## config.mk

```make
export PLATFORM = sky130hd
export DESIGN_NAME = id_checker_param
export DESIGN_NICKNAME = d
export VERILOG_FILES = /design/src/rtl/id_checker_param.sv
export SDC_FILE = /design/constraint.sdc
export NUM_CORES = 1
export LEC_CHECK = 0
export ABC_AREA = 1
export BUFFER_PORTS_ARGS = -buffer_cell sky130_fd_sc_hd__buf_2
export CAP_MARGIN = 20
export CORE_ASPECT_RATIO = 0.8
export CORE_MARGIN = 10
export CORE_UTILIZATION = 40
export DETAILED_ROUTE_END_ITERATION = 7
export GPL_TIMING_DRIVEN = 1
export PLACE_DENSITY = 0.61
export SLEW_MARGIN = 40
export SYNTH_ARGS = -nofsm -noshare
export SYNTH_HDL_FRONTEND = slang
export SYNTH_SLANG_ARGS = --single-unit
```

## constraint.sdc

```tcl
create_clock -name clk -period 7.8 [get_ports clk]
set_input_delay 1.17 -clock clk [delete_from_list [all_inputs] [get_ports clk]]
set_output_delay 1.17 -clock clk [all_outputs]
set_load 0.1 [all_outputs]
```

## src/rtl/id_checker_param.sv

```systemverilog
// id_checker_param: serial ID check-digit verifier.
// Each frame is one prefix beat followed by NUM_DIGITS digit beats. A weighted
// checksum mod MOD is accumulated, and a registered result pulse is produced
// one cycle after the frame ends or after a gap abort.
// Ports: clk/rst (sync, active-high); in_valid/in_id beat input;
//   out_valid/out_legal_id/out_err result pulse; busy (frame in progress);
//   legal_cnt (saturating count of legal frames).
module id_checker_param #(
  parameter int unsigned NUM_DIGITS = 9,
  parameter int unsigned MOD        = 10,
  parameter int unsigned PREFIX_MIN = 10,
  parameter int unsigned PREFIX_MAX = 35,
  parameter int unsigned CNT_W      = 8
) (
  input  logic             clk,
  input  logic             rst,
  input  logic             in_valid,
  input  logic [5:0]       in_id,
  output logic             out_valid,
  output logic             out_legal_id,
  output logic             out_err,
  output logic             busy,
  output logic [CNT_W-1:0] legal_cnt
);

  localparam int unsigned RW    = $clog2(MOD);
  localparam int unsigned IDX_W = $clog2(NUM_DIGITS + 1);
  // An out-of-range digit (up to 63) is still accumulated, so the
  // intermediate is sized for 63 * weight rather than 9 * weight.
  localparam int unsigned SUM_W = $clog2(63 * NUM_DIGITS + MOD) + 1;

  typedef enum logic {IDLE, DIGITS} state_e;

  state_e             state_q, state_d;
  logic [RW-1:0]      r_q, r_d;
  logic [IDX_W-1:0]   idx_q, idx_d;
  logic               err_q, err_d;
  logic               out_valid_q, out_valid_d;
  logic               out_legal_q, out_legal_d;
  logic               out_err_q, out_err_d;
  logic [CNT_W-1:0]   cnt_q, cnt_d;

  logic [SUM_W-1:0]   weight;
  logic [SUM_W-1:0]   digit_acc;
  logic [RW-1:0]      digit_r;
  logic [5:0]         pfx_t, pfx_u;
  logic [SUM_W-1:0]   pfx_acc;
  logic [RW-1:0]      pfx_r;
  logic               pfx_bad;
  logic               last_beat;

  always_comb begin
    last_beat = (idx_q == IDX_W'(NUM_DIGITS));
    weight    = last_beat ? SUM_W'(1) : (SUM_W'(NUM_DIGITS) - SUM_W'(idx_q));
    digit_acc = SUM_W'(r_q) + weight * SUM_W'(in_id);
    digit_r   = RW'(digit_acc % SUM_W'(MOD));

    pfx_t   = in_id / 6'd10;
    pfx_u   = in_id % 6'd10;
    pfx_acc = SUM_W'(pfx_t) + SUM_W'(pfx_u) * SUM_W'(NUM_DIGITS);
    pfx_r   = RW'(pfx_acc % SUM_W'(MOD));
    pfx_bad = (in_id < 6'(PREFIX_MIN)) || (in_id > 6'(PREFIX_MAX));

    state_d     = state_q;
    r_d         = r_q;
    idx_d       = idx_q;
    err_d       = err_q;
    out_valid_d = 1'b0;
    out_legal_d = 1'b0;
    out_err_d   = 1'b0;
    cnt_d       = cnt_q;

    case (state_q)
      IDLE: begin
        if (in_valid) begin
          r_d     = pfx_r;
          err_d   = pfx_bad;
          idx_d   = IDX_W'(1);
          state_d = DIGITS;
        end
      end
      DIGITS: begin
        if (in_valid) begin
          r_d   = digit_r;
          err_d = err_q | (in_id > 6'd9);
          if (last_beat) begin
            state_d     = IDLE;
            idx_d       = '0;
            out_valid_d = 1'b1;
            out_legal_d = (digit_r == '0) && !err_d;
            out_err_d   = err_d;
          end else begin
            idx_d = idx_q + 1'b1;
          end
        end else begin
          state_d     = IDLE;
          idx_d       = '0;
          out_valid_d = 1'b1;
          out_err_d   = 1'b1;
        end
      end
      default: state_d = IDLE;
    endcase

    // Counter updates alongside the registered pulse so it is current
    // in the same cycle out_valid/out_legal_id are seen.
    if (out_valid_d && out_legal_d && (cnt_q != '1))
      cnt_d = cnt_q + 1'b1;
  end

  always_ff @(posedge clk) begin
    if (rst) begin
      state_q     <= IDLE;
      r_q         <= '0;
      idx_q       <= '0;
      err_q       <= 1'b0;
      out_valid_q <= 1'b0;
      out_legal_q <= 1'b0;
      out_err_q   <= 1'b0;
      cnt_q       <= '0;
    end else begin
      state_q     <= state_d;
      r_q         <= r_d;
      idx_q       <= idx_d;
      err_q       <= err_d;
      out_valid_q <= out_valid_d;
      out_legal_q <= out_legal_d;
      out_err_q   <= out_err_d;
      cnt_q       <= cnt_d;
    end
  end

  assign out_valid    = out_valid_q;
  assign out_legal_id = out_legal_q;
  assign out_err      = out_err_q;
  assign busy         = (state_q == DIGITS);
  assign legal_cnt    = cnt_q;

endmodule

```

# Yosys cells after proc, flatten, opt, wreduce, memory -nomap -nowiden
# Cells that the tools add are included.
# Widths: inputs -> output; s select.
word_totals:
  reg_bits: 21
  in_bits: 9
  elab_cells: 59
classes:
  n_addsub: 5
  multipliers: 2
  div: 4
  n_lt_le_gt_ge: 3
  n_eq_ne: 4
  mux: 23
  n_bitwise: 2
  n_reduce_logical: 8
op_table:
  columns: ["cell", "count"]
  rows:
  - ["$mod 11x4->11 const B", 2]
  - ["$mux 4", 5]
  - ["$pmux 4 s2", 2]
  - ["$mux 1", 13]
  - ["$add 4x11->11", 1]
  - ["$add 6x10->11", 1]
  - ["$mul 11x6->11", 1]
  - ["$mux 11", 1]
  - ["$mul 6x4->10 const B", 1]
  - ["$add 8x1->8 const B", 1]
  - ["$ne 8x8->1 const B", 1]
  - ["$div 6x4->6 const B", 1]
  - ["$gt 6x4->1 const B", 1]
  - ["$gt 6x6->1 const B", 1]
  - ["$lt 6x4->1 const B", 1]
  - ["$mod 6x4->6 const B", 1]
  - ["$sub 4x4->5 const A", 1]
  - ["$add 4x1->4 const B", 1]
  - ["$eq 4x4->1 const B", 1]
  - ["$logic_not 4->1", 1]
  - ["$ne 2x2->1 const B", 2]
  - ["$pmux 1 s2", 2]
  - ["$logic_and 1x1->1", 3]
  - ["$reduce_and 2->1", 1]
  - ["other kinds (5)", 5]

# Depth between registers and ports, before layout
# Gate-level depths: netlist of the first run.
depth:
  ltp_word: 12
  mapped_depth: 67
  mapped_depth_nobuf: 66

# Worst setup path after synthesis of the first run
# OpenSTA, ideal clock, no wires.
synth_timing:
  path_kind: "register to register"
  start: "reg idx_q[1]"
  end: "reg cnt_q[7], in the netlist legal_cnt[7]"
  t_arrival_ns: 7.631
  setup_slack_ns: 0.042
  path_stages_with_launch: 64
  n_path_buf: 1
  period_less_slack_ns: 7.758
  path_cell_list: "dfxtp_1 inv_1 ha_1 ha_1 nand2_1 inv_1 a211oi_1 inv_1 nor2_1 inv_1 fa_1 inv_2 fa_1 inv_1 fa_1 inv_1 ha_1 ha_1 [28 not listed] nand2_2 inv_2 nand2_2 nand2_2 nand2_1 nand2_1 inv_1 ha_1 inv_1 nand3_1 nand3_1 nand2_1 nand3_1 nor2_4 buf_6 nand4_1 nand2_1 nor2_1"
synth_via:
  elab_chain_len: 12
synth_rtl:
  columns: ["item", "line_no", "text"]
  rows:
  - ["from (decl)", "36", "logic [IDX_W-1:0] idx_q, idx_d;"]
  - ["from (signal assigned)", "124", "idx_q <= idx_d;"]
  - ["$sub 4x4->5 / $eq 4x4->1 (equally long branches)", "54, 53", null]
  - ["$mux 11", "54", "weight = last_beat ? SUM_W'(1) : (SUM_W'(NUM_DIGITS) - SUM_W'(idx_q));"]
  - ["$mul 11x6->11", "55", "digit_acc = SUM_W'(r_q) + weight * SUM_W'(in_id);"]
  - ["$add 4x11->11", "55", null]
  - ["$mod 11x4->11", "56", "digit_r = RW'(digit_acc % SUM_W'(MOD));"]
  - ["$logic_not 4->1", "90", "out_legal_d = (digit_r == '0) && !err_d;"]
  - ["$logic_and 1x1->1", "90", null]
  - ["$mux 1", "86", "if (last_beat) begin"]
  - ["$mux 1", "83", "if (in_valid) begin"]
  - ["$mux 1", "73", "case (state_q)"]
  - ["$logic_and 1x1->1 * (2 in a row)", "107", "if (out_valid_d && out_legal_d && (cnt_q != '1))"]
  - ["to (signal assigned)", "129", "cnt_q <= cnt_d;"]
  - ["to (decl)", "41", "logic [CNT_W-1:0] cnt_q, cnt_d;"]
# Every way passes the cells marked *; elsewhere a longest branch is shown, timed or not.
# A chain may end at the register's enable or synchronous reset.

# Worst setup path in the final report of the first run
layout_timing:
  start: "reg idx_q[2]"
  end: "reg cnt_q[3], in the netlist legal_cnt[3]"
# The elaborated chain is that of the path after synthesis.

==> flow_summary.json, run 1 <==
{
  "syn_nets": 810,
  "cts_buffers": 3,
  "htreeDepth": 1,
  "n_fill_cell": 1065,
  "slew_violations": 0,
  "cap_viol_max_count": 0,
  "min_period_ns": 7.67,
  "max_freq_mhz": 130,
  "synth_ff_type": "dfxtp_1",
  "num_rows": 34,
  "drc": 0,
  "syn_avg_cell_area_um2": 6.21,
  "io_buffer_count": 20,
  "cp_data_arrival_time_ns": 7.87,
  "min_path_type": "flop to flop",
  "synth_cells": 728,
  "finalInstanceArea_um2": 5810,
  "insertion_delay_ns": 0.26,
  "hold_violations": 0,
  "cts_buffer_depth": 2,
  "place_area_um2": 5090,
  "outcome": "finished, final reports clean",
  "antennaDiodeCount": 0,
  "finClkSkew_ns": 0.00425,
  "hpwlAfterDp_um": 8310,
  "clock-sinks": 21,
  "vias_per_cell": 4.89,
  "cp_max_fo": 7,
  "crit_top_cell": "nand2_4",
  "cts_tree": "built",
  "synthArstFlopShare": 0,
  "io_pins": 21,
  "drt-initial-drc-count": 175,
  "synth-seq-cells": 21,
  "grt_pass1_vias": 4313,
  "yosys_warnings": 0,
  "grt_pass1_wl_um": 18600,
  "end_kind": "flop",
  "finalSetupTns_ns": 0,
  "wl_per_cell_um": 11.4,
  "drive_gt1_frac": 0.301,
  "tightest_slew_ns": 0.765,
  "clock-root-buffer": "clkbuf_16",
  "grt_overflow_total": 0,
  "max_stage_delay_ns": 0.62,
  "die-height_um": 115,
  "postRouteAntennaNets": 0,
  "cp_top_family": "simple AND/OR/NAND/NOR gates",
  "synthToLayoutAreaGrowth_pct": 28.5,
  "fin_nets": 887,
  "initial_core_util": 0.412,
  "setup_viol": 0,
  "die_x_um": 139,
  "fin_crit_sh": 0.983,
  "netlist_area_um2": 4520,
  "seq_area_frac_synth": 0.0930,
  "path_clk_slew_ns": 0.06,
  "grtUsageTotal": 0.129,
  "design.core.area_um2": 11000,
  "rsz0062_at_grt": "true",
  "relSlewSlack": 0.488,
  "ys_types": 46,
  "antenna_found_initial": 0,
  "cp_slowest_cell": "fa_2",
  "required_ns": 8.00,
  "gp_congestion": 0.860,
  "synth_top_area_share": 0.174,
  "dr_total_vias": 4639,
  "crit_buf_inv": 12,
  "start_kind": "flop",
  "synth-edff-count": 0,
  "synth_area_leader_cell": "nand2_1",
  "grt_max_degree": 14,
  "critPathKind": "flop to flop",
  "fp.dieArea_um2": 16000,
  "yosys-top-cells-area": "nand2_1 (17%), ha_1 (14%), fa_1 (11%)",
  "drt_wl_total_um": 10800,
  "dr.pass1.iters": 4,
  "whs_ns": 0.530
}
==> cell usage after synthesis, types with 12 or more instances <==
library cell,number
nand2_1,209
inv_1,127
nand3_1,73
nor2_1,56
ha_1,49
nand2_2,32
fa_1,24
dfxtp_1,21
inv_2,17
a21oi_1,15
o21ai_0,13
xor2_1,12
==> stage by stage <==
step / util / instances / setup WS (ns)
after global placement: 0.464 / 931 / -0.268
after global routing: 0.529 / 948 / -0.297
after CTS: 0.493 / 942 / 0.00104
final: 0.529 / 948 / 0.132
after detailed placement: 0.464 / 931 / -0.443
after floorplan: - / 728 / 0.0418
==> worst register-to-register path: cells and delay by family (launching register included) <==
family | cells | cell delay [ns]
and+or+nand+nor | 41 | 3.67
adders and majority gates | 8 | 2.62
buffers and inverters | 12 | 0.79
DFF | 1 | 0.33
AOI/OAI and AO/OA | 1 | 0.20
==> placed cells by master (no fill, tap or decap), drive strengths merged, types with 3 or more instances in the layout <==
cell type,netlist,final
or2,4,4
nor3,3,3
xor2,12,12
buf,2,77
fa,24,24
o211ai,5,5
o21ai,22,22
nand2,242,242
inv,144,145
nand3,86,86
nor2,58,58
ha,49,49
dfxtp,21,21
clkbuf,3,3
xnor2,3,3
a21oi,21,21
nand4,10,10
==> path summary, 6_finish.rpt <==
kind / cells after the start / slack, ns / to / start
setup / recovery: 62 / 0.13 / legal_cnt[3]$_SDFFE_PP0P_ / idx_q[2]$_SDFFE_PP0P_
setup reg to reg: 62 / 0.13 / legal_cnt[3]$_SDFFE_PP0P_ / idx_q[2]$_SDFFE_PP0P_
hold reg to reg: 2 / 0.53 / idx_q[3]$_SDFFE_PP0P_ / idx_q[3]$_SDFFE_PP0P_
hold / removal: 2 / 0.53 / idx_q[3]$_SDFFE_PP0P_ / idx_q[3]$_SDFFE_PP0P_
==> cell families (layout without fill, tap and decap cells) <==
| kind of cell | after synthesis | after routing | synth area share |
|---|---|---|---|
| compound gates | 57 | 57 | 0.0831 |
| xor+xnor | 16 | 16 | 0.0343 |
| fa+ha+maj | 73 | 73 | 0.242 |
| buf+inv | 152 | 228 | 0.130 |
| flops | 21 | 21 | 0.0930 |
| mux | 1 | 1 | 0.00222 |
| simple gates | 408 | 408 | 0.415 |
==> area by class of cell <==
cell class              count  area, µm²  area share
flip-flops and latches     21        423      0.0728
inverters                 147        557      0.0959
repair buffers             77        551      0.0948
well taps                 144        180      0.0310
clock inverters             1       7.51     0.00129
multi-input cells         555       4010       0.691
clock buffers               3       75.1      0.0129
==> per-layer routing <==
| metal | vias to the layer above | GRT usage | part of all wire |
|---|---|---|---|
| met1 | 2135 | 0.184 | 0.52 |
| met5 | - | 0 | 0 |
| met4 | 0 | 0.0125 | 0.0031 |
| li1 | 2444 | - | - |
| met3 | 4 | 0.0165 | 0.025 |
| met2 | 56 | 0.211 | 0.46 |
==> sequential cells by signal, summed over array words and instances (netlist names) <==
signal        count
busy              1
err_q             1
idx_q             4
legal_cnt         8
out_err           1
out_legal_id      1
out_valid         1
r_q               4
==> repair_timing <==
action	in CTS	in global routing
hold buffers	0	0
pin swaps	30	60
endpoints found under the setup margin	11	12
gates cloned	0	0
setup buffers	7	7
resized for setup	41	90
Power of run 1 is left out: the tool's default activity adds up to more than one toggle a clock period on the data nets, which glitch-free logic cannot reach.
==> run 2: changes to the inputs <==
Clock period 7.8 ns to 6.4 ns, I/O delays scaled along.
==> run 2 against run 1 <==
Effect of this change:
- the run now ends with setup timing left
- via count increased by 3.6%
- maximum frequency rose by 1.2%
- cell count increased by 6.1%
- global-route usage up 1.0 points
- wire length grew 3.6%
- setup slack got worse by 1.3 ns
- non-clock buffer count is 57 higher
- sequential cell count unchanged
- critical path depth down 3
- die area unchanged
- largest cell class unchanged
- highest routed layer unchanged
==> flow_summary.json, run 2 (same netlist as run 1, synthesis figures left out) <==
{
  "outcome": "complete, but fails checks",
  "violations": "setup timing",
  "die_x_um": 139,
  "hold_violations": 0,
  "cts_buffers": 3,
  "cap_viol_max_count": 0,
  "grt_overflow_total": 0,
  "hpwlAfterDp_um": 9390,
  "fin_crit_sh": 1.18,
  "critPathKind": "flop to flop",
  "stdcell_count": 1006,
  "antennaDiodeCount": 0,
  "die-height_um": 115,
  "grt_max_degree": 13,
  "min_path_type": "flop to flop",
  "insertion_delay_ns": 0.26,
  "dr.pass1.iters": 4,
  "postRouteAntennaNets": 0,
  "rsz0062_at_grt": "true",
  "tightest_slew_ns": 0.793,
  "end_kind": "flop",
  "io_pins": 21,
  "gp_congestion": 0.902,
  "io_buffer_count": 20,
  "required_ns": 6.54,
  "antenna_found_initial": 0,
  "setup_viol": 12,
  "grtUsageMet1": 0.193,
  "max_freq_mhz": 132,
  "fp.dieArea_um2": 16000,
  "grt_pass1_wl_um": 20200,
  "busiest_layer": "met2",
  "clock-sinks": 21,
  "drt-initial-drc-count": 221,
  "dr_total_vias": 4807,
  "finalSetupTns_ns": -12.98,
  "worst_slack_ns": -1.17,
  "grtUsageTotal": 0.140,
  "met3_usage": 0.0173,
  "cp_slowest_cell": "fa_2",
  "clock-root-buffer": "clkbuf_16",
  "fin_nets": 945,
  "drc": 0,
  "hold_buffers": 0,
  "start_kind": "flop",
  "max_stage_delay_ns": 0.62,
  "initial_core_util": 0.412,
  "slew_violations": 0,
  "path_clk_slew_ns": 0.06,
  "vias_per_cell": 4.78,
  "cp_max_fo": 6,
  "drt_wl_total_um": 11200,
  "relSlewSlack": 0.466,
  "synthToLayoutAreaGrowth_pct": 37.3,
  "placed_cells_incl_taps": 988,
  "drive_gt1_frac": 0.347,
  "layout_common_cells": "nand2_1 (183), inv_1 (115), buf_4 (114)",
  "place_area_um2": 5750,
  "min_period_ns": 7.57,
  "n_fill_cell": 1032,
  "grtUsageMet2": 0.237,
  "design.core.area_um2": 11000,
  "crit_buf_inv": 13,
  "num_rows": 34,
  "whs_ns": 0.556,
  "cts_buffer_depth": 2,
  "grt_pass1_vias": 4725,
  "largest_reg_flops": 8,
  "htreeDepth": 1,
  "finClkSkew_ns": 0.00128,
  "cp_data_arrival_time_ns": 7.72,
  "cp_top_family": "simple AND/OR/NAND/NOR gates",
  "final_common_cell": "nand2_1",
  "finalInstanceArea_um2": 6200,
  "cts_tree": "built",
  "wl_per_cell_um": 11.2
}
run 2: changes by cell type in the layout (fill, tap and decap cells not counted), moves of 2 or more:
cell / previous run / this run
buf_6: 6 / 0
nand2_4: 18 / 16
inv_1: 113 / 115
buf_4: 51 / 114
inv_4: 0 / 4
nand2_2: 41 / 43
inv_2: 31 / 26
run 2: area by class of cell:
type | instances | area, µm² | area share
Inverter | 147 | 562 | 0.0906
Clock inverter | 1 | 5.00 | 0.000807
Tap cell | 144 | 180 | 0.0290
Multi-Input combinational cell | 556 | 4000 | 0.645
Timing Repair Buffer | 134 | 956 | 0.154
Clock buffer | 3 | 75.1 | 0.0121
Sequential cell | 21 | 423 | 0.0682
run 2: tightest hold or removal path, stage by stage, from the launching register on:
cell and delay (ns):
dfxtp_1 0.33, a21oi_1 0.12, nor2_1 0.05
run 2: worst paths after layout:
check                       startpoint                        end  slack [ns]  cells after the start
max              idx_q[2]$_SDFFE_PP0P_  legal_cnt[7]$_SDFFE_PP0P_       -1.17                     59
min          legal_cnt[1]$_SDFFE_PP0P_  legal_cnt[1]$_SDFFE_PP0P_        0.56                      2
max reg2reg      idx_q[2]$_SDFFE_PP0P_  legal_cnt[7]$_SDFFE_PP0P_       -1.17                     59
min reg2reg  legal_cnt[1]$_SDFFE_PP0P_  legal_cnt[1]$_SDFFE_PP0P_        0.56                      2
run 2: per-layer routing:
metal | up-vias | share of wire | routed length, µm
met2 | 67 | 0.45 | 5060
li1 | 2566 | - | -
met3 | 5 | 0.031 | 352
met1 | 2169 | 0.51 | 5780
met4 | 0 | 0.0029 | 32
met5 | - | 0 | 0
run 2: metrics by stage:
step,util,setup WS [ns]
floorplan,-,-0.717
global route,0.565,-1.73
detailed placement,0.524,-1.23
CTS,0.549,-1.10
finish,0.565,-1.17
global placement,0.524,-1.03
run 2: repair_timing:
item                                    in CTS  in global routing
pin swaps                                   40                 37
endpoints found under the setup margin      12                 12
gates resized for setup                     30                 34
buffers inserted                             5                  8
cloned                                       1                  0
hold endpoints to repair                     0                  0
Power of run 2 is left out for the same reason.
